===== config.mk =====
export PLATFORM = sky130hd
export DESIGN_NAME = multi_port_biu
export DESIGN_NICKNAME = d
export VERILOG_FILES = /design/src/rtl/multi_port_biu.sv
export SDC_FILE = /design/constraint.sdc
export NUM_CORES = 1
export LEC_CHECK = 0
export CORE_UTILIZATION = 38
export DETAILED_ROUTE_END_ITERATION = 10
export DONT_BUFFER_PORTS = 1
export GPL_TIMING_DRIVEN = 0
export HOLD_SLACK_MARGIN = 0.02
export PLACE_DENSITY = 0.52
export SETUP_SLACK_MARGIN = 0.4
export SLEW_MARGIN = 15
export SYNTH_ARGS = -nofsm -noshare
export SYNTH_HDL_FRONTEND = slang
export SYNTH_SLANG_ARGS = --single-unit

===== constraint.sdc =====
create_clock -name clk_i -period 6.1 [get_ports clk_i]
set_clock_uncertainty 0.1 [all_clocks]
set_input_delay 0.915 -clock clk_i [delete_from_list [all_inputs] [get_ports clk_i]]
set_output_delay 0.915 -clock clk_i [all_outputs]
set_load 0.02 [all_outputs]

===== src/rtl/multi_port_biu.sv =====
// multi_port_biu: arbitrates NPORT requestor ports onto a memory bus and a
// peripheral bus, one outstanding transfer at a time.
// Ports:
//   clk_i, rst_i             clock, synchronous active-low reset
//   req_*_i                  per-port request (en, addr, data, wr, type, signed)
//   rsp_data_o/ready_o/err_o registered completion (one-cycle pulse on ready/err)
//   bus_mem_* / bus_per_*    strobe/we/adr/dat/sel out, dat/ack in, per bus
module multi_port_biu #(
    parameter int unsigned NPORT     = 3,
    parameter int unsigned TMO       = 255,
    parameter logic [31:0] PER_MASK  = 32'hF000_0000,
    parameter logic [31:0] PER_MATCH = 32'h1000_0000
) (
    input  logic                  clk_i,
    input  logic                  rst_i,
    input  logic [NPORT-1:0]      req_en_i,
    input  logic [32*NPORT-1:0]   req_addr_i,
    input  logic [32*NPORT-1:0]   req_data_i,
    input  logic [NPORT-1:0]      req_wr_i,
    input  logic [2*NPORT-1:0]    req_type_i,
    input  logic [NPORT-1:0]      req_signed_i,
    output logic [31:0]           rsp_data_o,
    output logic [NPORT-1:0]      rsp_ready_o,
    output logic [NPORT-1:0]      rsp_err_o,
    output logic                  bus_mem_stb_o,
    output logic                  bus_mem_we_o,
    output logic [31:0]           bus_mem_adr_o,
    output logic [31:0]           bus_mem_dat_o,
    output logic [3:0]            bus_mem_sel_o,
    input  logic [31:0]           bus_mem_dat_i,
    input  logic                  bus_mem_ack_i,
    output logic                  bus_per_stb_o,
    output logic                  bus_per_we_o,
    output logic [31:0]           bus_per_adr_o,
    output logic [31:0]           bus_per_dat_o,
    output logic [3:0]            bus_per_sel_o,
    input  logic [31:0]           bus_per_dat_i,
    input  logic                  bus_per_ack_i
);

    localparam int unsigned PW = (NPORT > 1) ? $clog2(NPORT) : 1;
    localparam int unsigned CW = 8;
    localparam logic [NPORT-1:0] PORT0 = {{(NPORT-1){1'b0}}, 1'b1};

    typedef enum logic [1:0] {IDLE, BUSY, RESP} state_t;

    state_t          state_q, state_d;
    logic [PW-1:0]   last_q, last_d, gnt_q, gnt_d;
    logic [1:0]      lane_q, lane_d, type_q, type_d;
    logic            signed_q, signed_d, wr_q, wr_d, per_q, per_d;
    logic [CW-1:0]   cnt_q, cnt_d;

    logic            mem_stb_d, mem_we_d, per_stb_d, per_we_d;
    logic [31:0]     mem_adr_d, mem_dat_d, per_adr_d, per_dat_d, rsp_data_d;
    logic [3:0]      mem_sel_d, per_sel_d;
    logic [NPORT-1:0] rsp_ready_d, rsp_err_d;

    // Round-robin pick, searching upward from the port after the last grant
    int unsigned     cand;
    logic            pick_found, pick_wr, pick_signed;
    logic [PW-1:0]   pick_idx;
    logic [31:0]     pick_addr, pick_data;
    logic [1:0]      pick_type;

    always_comb begin
        cand        = 0;
        pick_found  = 1'b0;
        pick_idx    = '0;
        pick_addr   = '0;
        pick_data   = '0;
        pick_wr     = 1'b0;
        pick_type   = '0;
        pick_signed = 1'b0;
        for (int unsigned i = 1; i <= NPORT; i++) begin
            cand = (32'(last_q) + i) % NPORT;
            if (!pick_found && req_en_i[cand]) begin
                pick_found  = 1'b1;
                pick_idx    = PW'(cand);
                pick_addr   = req_addr_i[32*cand +: 32];
                pick_data   = req_data_i[32*cand +: 32];
                pick_wr     = req_wr_i[cand];
                pick_type   = req_type_i[2*cand +: 2];
                pick_signed = req_signed_i[cand];
            end
        end
    end

    // Decode of the picked request: alignment, lanes, write-data placement, target
    logic        pick_mis, pick_per;
    logic [3:0]  pick_sel;
    logic [31:0] pick_wdat;

    always_comb begin
        pick_per = (pick_addr & PER_MASK) == PER_MATCH;
        case (pick_type)
            2'b01: begin
                pick_mis  = 1'b0;
                pick_sel  = 4'b0001 << pick_addr[1:0];
                pick_wdat = {4{pick_data[7:0]}};
            end
            2'b10: begin
                pick_mis  = pick_addr[0];
                pick_sel  = pick_addr[1] ? 4'b1100 : 4'b0011;
                pick_wdat = {2{pick_data[15:0]}};
            end
            default: begin
                pick_mis  = pick_addr[1:0] != 2'b00;
                pick_sel  = 4'b1111;
                pick_wdat = pick_data;
            end
        endcase
    end

    // Read-data alignment to bit 0 with zero/sign extension
    logic        ack;
    logic [31:0] rd_raw, rd_ext;
    logic [7:0]  rd_byte;
    logic [15:0] rd_half;

    always_comb begin
        ack     = per_q ? bus_per_ack_i : bus_mem_ack_i;
        rd_raw  = per_q ? bus_per_dat_i : bus_mem_dat_i;
        rd_byte = rd_raw[{lane_q, 3'b000} +: 8];
        rd_half = lane_q[1] ? rd_raw[31:16] : rd_raw[15:0];
        case (type_q)
            2'b01:   rd_ext = signed_q ? {{24{rd_byte[7]}}, rd_byte} : {24'h0, rd_byte};
            2'b10:   rd_ext = signed_q ? {{16{rd_half[15]}}, rd_half} : {16'h0, rd_half};
            default: rd_ext = rd_raw;
        endcase
    end

    // Next-state and next-output logic
    always_comb begin
        state_d     = state_q;
        last_d      = last_q;
        gnt_d       = gnt_q;
        lane_d      = lane_q;
        type_d      = type_q;
        signed_d    = signed_q;
        wr_d        = wr_q;
        per_d       = per_q;
        cnt_d       = cnt_q;
        mem_stb_d   = bus_mem_stb_o;
        mem_we_d    = bus_mem_we_o;
        mem_adr_d   = bus_mem_adr_o;
        mem_dat_d   = bus_mem_dat_o;
        mem_sel_d   = bus_mem_sel_o;
        per_stb_d   = bus_per_stb_o;
        per_we_d    = bus_per_we_o;
        per_adr_d   = bus_per_adr_o;
        per_dat_d   = bus_per_dat_o;
        per_sel_d   = bus_per_sel_o;
        rsp_data_d  = rsp_data_o;
        rsp_ready_d = '0;
        rsp_err_d   = '0;

        case (state_q)
            IDLE: begin
                if (pick_found) begin
                    gnt_d    = pick_idx;
                    last_d   = pick_idx;
                    lane_d   = pick_addr[1:0];
                    type_d   = pick_type;
                    signed_d = pick_signed;
                    wr_d     = pick_wr;
                    per_d    = pick_per;
                    cnt_d    = '0;
                    if (pick_mis) begin
                        // Misaligned: report error without touching either bus
                        state_d     = RESP;
                        rsp_ready_d = PORT0 << pick_idx;
                        rsp_err_d   = PORT0 << pick_idx;
                        rsp_data_d  = '0;
                    end else begin
                        state_d = BUSY;
                        if (pick_per) begin
                            per_stb_d = 1'b1;
                            per_we_d  = pick_wr;
                            per_adr_d = pick_addr;
                            per_dat_d = pick_wdat;
                            per_sel_d = pick_sel;
                        end else begin
                            mem_stb_d = 1'b1;
                            mem_we_d  = pick_wr;
                            mem_adr_d = pick_addr;
                            mem_dat_d = pick_wdat;
                            mem_sel_d = pick_sel;
                        end
                    end
                end
            end
            BUSY: begin
                // Ack wins over a timeout landing in the same cycle
                if (ack || cnt_q == CW'(TMO - 1)) begin
                    state_d     = RESP;
                    rsp_ready_d = PORT0 << gnt_q;
                    mem_stb_d   = 1'b0;
                    mem_we_d    = 1'b0;
                    mem_adr_d   = '0;
                    mem_dat_d   = '0;
                    mem_sel_d   = '0;
                    per_stb_d   = 1'b0;
                    per_we_d    = 1'b0;
                    per_adr_d   = '0;
                    per_dat_d   = '0;
                    per_sel_d   = '0;
                    if (ack) begin
                        rsp_data_d = wr_q ? 32'h0 : rd_ext;
                    end else begin
                        rsp_err_d  = PORT0 << gnt_q;
                        rsp_data_d = '0;
                    end
                end else begin
                    cnt_d = cnt_q + CW'(1);
                end
            end
            RESP:    state_d = IDLE;
            default: state_d = IDLE;
        endcase
    end

    // State and output registers
    always_ff @(posedge clk_i) begin
        if (!rst_i) begin
            state_q       <= IDLE;
            last_q        <= PW'(NPORT - 1);
            gnt_q         <= '0;
            lane_q        <= '0;
            type_q        <= '0;
            signed_q      <= 1'b0;
            wr_q          <= 1'b0;
            per_q         <= 1'b0;
            cnt_q         <= '0;
            bus_mem_stb_o <= 1'b0;
            bus_mem_we_o  <= 1'b0;
            bus_mem_adr_o <= '0;
            bus_mem_dat_o <= '0;
            bus_mem_sel_o <= '0;
            bus_per_stb_o <= 1'b0;
            bus_per_we_o  <= 1'b0;
            bus_per_adr_o <= '0;
            bus_per_dat_o <= '0;
            bus_per_sel_o <= '0;
            rsp_data_o    <= '0;
            rsp_ready_o   <= '0;
            rsp_err_o     <= '0;
        end else begin
            state_q       <= state_d;
            last_q        <= last_d;
            gnt_q         <= gnt_d;
            lane_q        <= lane_d;
            type_q        <= type_d;
            signed_q      <= signed_d;
            wr_q          <= wr_d;
            per_q         <= per_d;
            cnt_q         <= cnt_d;
            bus_mem_stb_o <= mem_stb_d;
            bus_mem_we_o  <= mem_we_d;
            bus_mem_adr_o <= mem_adr_d;
            bus_mem_dat_o <= mem_dat_d;
            bus_mem_sel_o <= mem_sel_d;
            bus_per_stb_o <= per_stb_d;
            bus_per_we_o  <= per_we_d;
            bus_per_adr_o <= per_adr_d;
            bus_per_dat_o <= per_dat_d;
            bus_per_sel_o <= per_sel_d;
            rsp_data_o    <= rsp_data_d;
            rsp_ready_o   <= rsp_ready_d;
            rsp_err_o     <= rsp_err_d;
        end
    end

endmodule


Word level (Yosys, flattened, before mapping) --
Cells that the tools add are included.
Cells by class: shift operators 13, div/mod/pow operators 3, add/sub/neg operators 4, reductions and logical operators 14, mux-type cells 112, $lt $le $gt $ge 3, eq/ne operators 14
Operators by type and width (number):
- $mux 32 | 27
- $shiftx 96x33->32 | 6
- $pmux 32 s2 | 7
- $shiftx 6x33->2 | 3
- $lt 32x3->1 const B | 3
- $mod 32x2->32 const B | 3
- $mux 1 | 32
- $mux 4 | 8
- $shiftx 32x6->8 | 1
- $pmux 4 s2 | 3
- $bmux 1 s2 | 9
- $mux 2 | 9
- $mux 16 | 1
- $mux 8 | 2
- $pmux 8 s2 | 1
- $mux 3 | 5
- $ne 2x2->1 const B | 7
- $pmux 3 s2 | 2
- $pmux 1 s2 | 5
- $reduce_and 5->1 | 2
- $add 8x1->8 const B | 1
- $eq 8x8->1 const B | 1
- $add 2x2->3 const B | 2
- $eq 2x1->1 const B | 3
- other kinds (14) | 20
Storage, ports and cells: bits in registers 199, input port bits 275, output and inout port bits 178

Depth between registers and ports, before layout --
word-level depth 17, gate-level depth with buffers 22

Worst setup path before layout --
OpenSTA, ideal clock, no wires.
kind input to register, start input req_en_i[1], end register bus_per_adr_o[29], path slack 1.601 ns, stages 19, required time 5.885 ns, library setup time 0.115 ns, arrival 4.283 ns, path through buf_2 > or3b_1 > o21a_2 > or3_1 > buf_2 > buf_1 > clkbuf_1 > o22ai_1 > a21oi_1 > inv_1 > ha_1 > clkbuf_1 > o21ai_0 > a21oi_1 > nor3_1 > nand3_1 > buf_2 > buf_6 > and3_1
On the way: longest elaborated chain between the ends 13, elaborated cells between the ends (all ways) 32, classes of those cells 6 x eq/ne; 20 x mux; 6 x reduce/logical
RTL lines:
- from (decl) | RTL line 16 | input logic [NPORT-1:0] req_en_i,
- $bmux 1 s2 | RTL line 76 | if (!pick_found && req_en_i[cand]) begin
- $mux 1 (not written as such) | RTL line 76
- $mux 1 | RTL line 76
- $logic_not 1->1 | RTL line 76
- $logic_and 1x1->1 | RTL line 76
- $mux 1 | RTL line 76
- $logic_not 1->1 | RTL line 76
- $logic_and 1x1->1 | RTL line 76
- $mux 2 * | RTL line 76
- net pick_type[1] | RTL line 63 | logic [1:0] pick_type;
- $eq 2x2->1 / $eq 2x1->1 (equally long branches) | RTL line 95 | case (pick_type)
- $pmux 1 s2 * | RTL line 95
- $ne 2x2->1 (no source line) *
- $reduce_and 5->1 (no source line) *
- to (signal assigned) | RTL line 264 | bus_per_adr_o <= per_adr_d;
- to (decl) | RTL line 34 | output logic [31:0] bus_per_adr_o,
The timed path passes the listed nets; every way through them passes the cells marked *. The select of a mux whose other input is x is not followed. A chain may end at the register's enable or synchronous reset.

Worst setup path after layout --
start register last_q[1], end register bus_mem_dat_o[22]
On the way: longest elaborated chain between the ends 17, elaborated cells between the ends (all ways) 51, classes of those cells 3 x add/sub; 3 x div; 6 x eq/ne; 9 x shift; 24 x mux; 6 x reduce/logical
RTL lines:
- from (decl) | RTL line 48 | logic [PW-1:0] last_q, last_d, gnt_q, gnt_d;
- from (signal assigned) | RTL line 226 | last_q <= PW'(NPORT - 1);
- from (signal assigned) | RTL line 249 | last_q <= last_d;
- $add 2x1->3 | RTL line 75 | cand = (32'(last_q) + i) % NPORT;
- $mod 32x2->32 | RTL line 75
- $bmux 1 s2 | RTL line 76
- $mux 1 (not written as such) | RTL line 76
- $mux 1 | RTL line 76
- $logic_not 1->1 | RTL line 76
- $logic_and 1x1->1 | RTL line 76
- $mux 1 | RTL line 76
- [... 2 more ...]
- $mux 2 * | RTL line 76
- net pick_type[1] | RTL line 63
- $eq 2x2->1 / $eq 2x1->1 (equally long branches) | RTL line 95
- $pmux 32 s2 | RTL line 95
- $mux 32 | RTL line 176 | if (pick_per) begin
- $mux 32 | RTL line 168 | if (pick_mis) begin
- $mux 32 | RTL line 159 | if (pick_found) begin
- $pmux 32 s2 | RTL line 157 | case (state_q)
- to (signal assigned) | RTL line 260 | bus_mem_dat_o <= mem_dat_d;
- to (decl) | RTL line 28 | output logic [31:0] bus_mem_dat_o,
Marks and branches as above.

==> run metrics <==
# setup viols final=0; fin util=42.4%; crit end category=register; wire length per cell=26.0 microns; synth warn=0; Die Height=198 microns; Antenna Nets Post-Route=0; clk buf depth=2; die area=39100 sq um; total power=9.82 mW; Worst-Skew Late Latency=0.48 ns; # DRC=0; total wire length=63400 microns; Max-slew headroom=17.9%; ys flop type=dfxtp_1; FFs w/ async S/R, synth=0%; placed inst area=15200 sq um; top cell type's share of synthesized area=27.3%; row count=71; static leakage=6.43 nW; n_diodes=0; IO Pins=453; Final Hold Fails=0; Worst-Margin Slew=1.23 ns; Total GRT Usage=31.6%; Crit Path Max Fanout=10; top cells by count, synth=355 x mux2i_1, 247 x nand2_1, 215 x nor2_1; vias=15000; global-route wire length before repair=92500 microns; vias per inst=6.16; post-synthesis cell type count=64; clock tree from TritonCTS=yes; GPL Wtd Cong=0.940; final setup margin=0.672 ns; DRT Pass-1 Iters=7; Final HPWL DP=48000 microns; fraction of the cycle the final worst path needs=89.0%; count leader, synth=mux2i_1; Die W=198 microns; post-synthesis cell area=14500 sq um; H-tree level count=4; CTS Root Cell=clkbuf_16; VDD IR-drop max=339 uV; Synth Net Count=2181; GR Overflow Total=0; CORE AREA=37700 sq um; Place WS=-0.600 ns; post-synthesis register bit count=198; Mapped Cells=1892; RSZ-0062 raised after global routing=false; Post-synth EDFFs=0; Area contributors post-synth=dfxtp_1 27%, mux2i_1 24%, nand2_1 6.4%; Synth-to-Final Area Change=9.70%; syn_area_per_cell=7.69 sq um; design area=16000 sq um; vias in the first global route=14300; initial antenna violation count=0; Max Cap Viol=0; 1st-iter DRT viols=1298; fmax=0.184 GHz; count of pins over their slew limit=0; CP Launch Type=register; Worst-path clk slew=0.08 ns; status=complete, no violations; sequential-to-total area share from yosys stat=27.3%; clock tree sinks=198; path category of the worst min-delay check=reg2reg; Port Buf Inserts=0; CTS buffer count=17; PwrDens=616 nW/um^2; Setup Crit Path Kind=reg2reg; area leader, netlist=dfxtp_1; arrival time worst endpoint=5.73 ns; layout cell share with drive strength beyond 1=7.78%; starting density of the core=38.6%; largest net degree at the start of global routing=17; Final min period=5.43 ns; Fill cells=3854; Final nets=2204; CP Data Required Time=6.40 ns
repair_timing:
action	in CTS	in global routing
pin swaps	0	2
buffers inserted	0	1
cloned	0	0
setup endpoints to repair	179	170
hold buffers	0	0
gates resized for setup	22	28
kinds of logic (layout without fill, tap and decap cells):
family                   after synthesis  count (layout)  synth area share, %
AO/OA/AOI/OAI                        512             512                 21.2
XOR/XNOR                               7               7                0.422
adder cells (fa/ha/maj)               16              16                 1.34
buffers and inverters                193             229                 6.19
flip-flops                           198             198                 27.3
multiplexers                         381             381                 26.6
AND/OR/NAND/NOR                      585             585                 17.0
area by class of cell:
class	count	area (sq um)	area share (%)
clock inverter	9	163	1.02
buffer	170	860	5.39
multi-input combinational	1501	9730	61.0
timing repair buffer	4	25.0	0.157
tap	511	639	4.01
clock buffer	23	488	3.06
sequential	198	3960	24.8
inverter	23	86.3	0.541
layer usage:
metal | GRT usage [%] | routed length, microns | vias to the layer above
li1 | - | - | 6856
met1 | 38.8 | 25500 | 7290
met2 | 51.4 | 29300 | 763
met3 | 10.1 | 6370 | 120
met4 | 11.4 | 2160 | 0
met5 | 0 | 0 | -
metrics by stage:
stage	hold slack, ns	TNS [ns]	cells
after CTS	0.404	0	2435
final	0.405	0	2439
after global placement	0.390	-77.61	2403
after floorplan	0.374	0	1892
after global routing	0.439	0	2439
after detailed placement	0.393	-83.01	2403
cell usage in the layout (no fill, tap or decap), types with 15 or more instances in the layout:
cell	netlist	final
a21oi_1	182	179
a221oi_1	21	21
a22oi_1	24	24
a31oi_1	19	19
buf_1	28	18
buf_2	30	35
clkbuf_1	96	84
clkbuf_16	0	17
clkbuf_2	0	15
dfxtp_1	198	198
inv_1	22	22
mux2_2	24	24
mux2i_1	355	354
nand2_1	247	247
nand2b_1	15	15
nand3_1	41	41
nor2_1	215	215
o21ai_0	142	142
o22ai_1	39	39
critical path, cell delays in order, from the launching register on:
cell,delay (ns)
dfxtp_1,0.39
inv_1,0.16
ha_1,0.25
buf_6,0.18
buf_2,0.25
clkbuf_4,0.28
clkbuf_4,0.27
buf_4,0.29
buf_4,0.30
clkbuf_4,0.29
o21ai_0,0.13
a21oi_2,0.28
inv_1,0.08
ha_1,0.36
buf_2,0.30
o21ai_0,0.14
a21oi_1,0.28
nor3_4,0.11
nand3b_1,0.12
buf_4,0.30
buf_8,0.21
mux2i_1,0.21
registers in the layout (all words and copies together) (netlist names), 3 cells and up:
| register | count |
|---|---|
| rsp_ready_o | 3 |
| bus_per_dat_o | 32 |
| bus_mem_sel_o | 4 |
| cnt_q | 8 |
| rsp_err_o | 3 |
| bus_per_sel_o | 4 |
| bus_mem_dat_o | 32 |
| bus_per_adr_o | 32 |
| bus_mem_adr_o | 32 |
| rsp_data_o | 32 |
power by group:
| group | total, mW | switching, mW | internal (mW) |
|---|---|---|---|
| registers | 2.19 | 0.591 | 1.60 |
| clock network | 1.30 | 0.563 | 0.737 |
| logic | 6.34 | 4.05 | 2.29 |
| total | 9.82 | 5.20 | 4.62 |
path summary, 6_finish.rpt:
path / from / end / slack [ns] / cells past startpoint
max: last_q[1]$_SDFFE_PN1P_ / bus_mem_dat_o[22]$_SDFFE_PN0P_ / 0.67 / 21
min: cnt_q[0]$_SDFFE_PN0P_ / cnt_q[0]$_SDFFE_PN0P_ / 0.41 / 2
min reg2reg: cnt_q[0]$_SDFFE_PN0P_ / cnt_q[0]$_SDFFE_PN0P_ / 0.41 / 2
max reg2reg: last_q[1]$_SDFFE_PN1P_ / bus_mem_dat_o[22]$_SDFFE_PN0P_ / 0.67 / 21
Note: power is estimated with default switching activity, not from simulation.
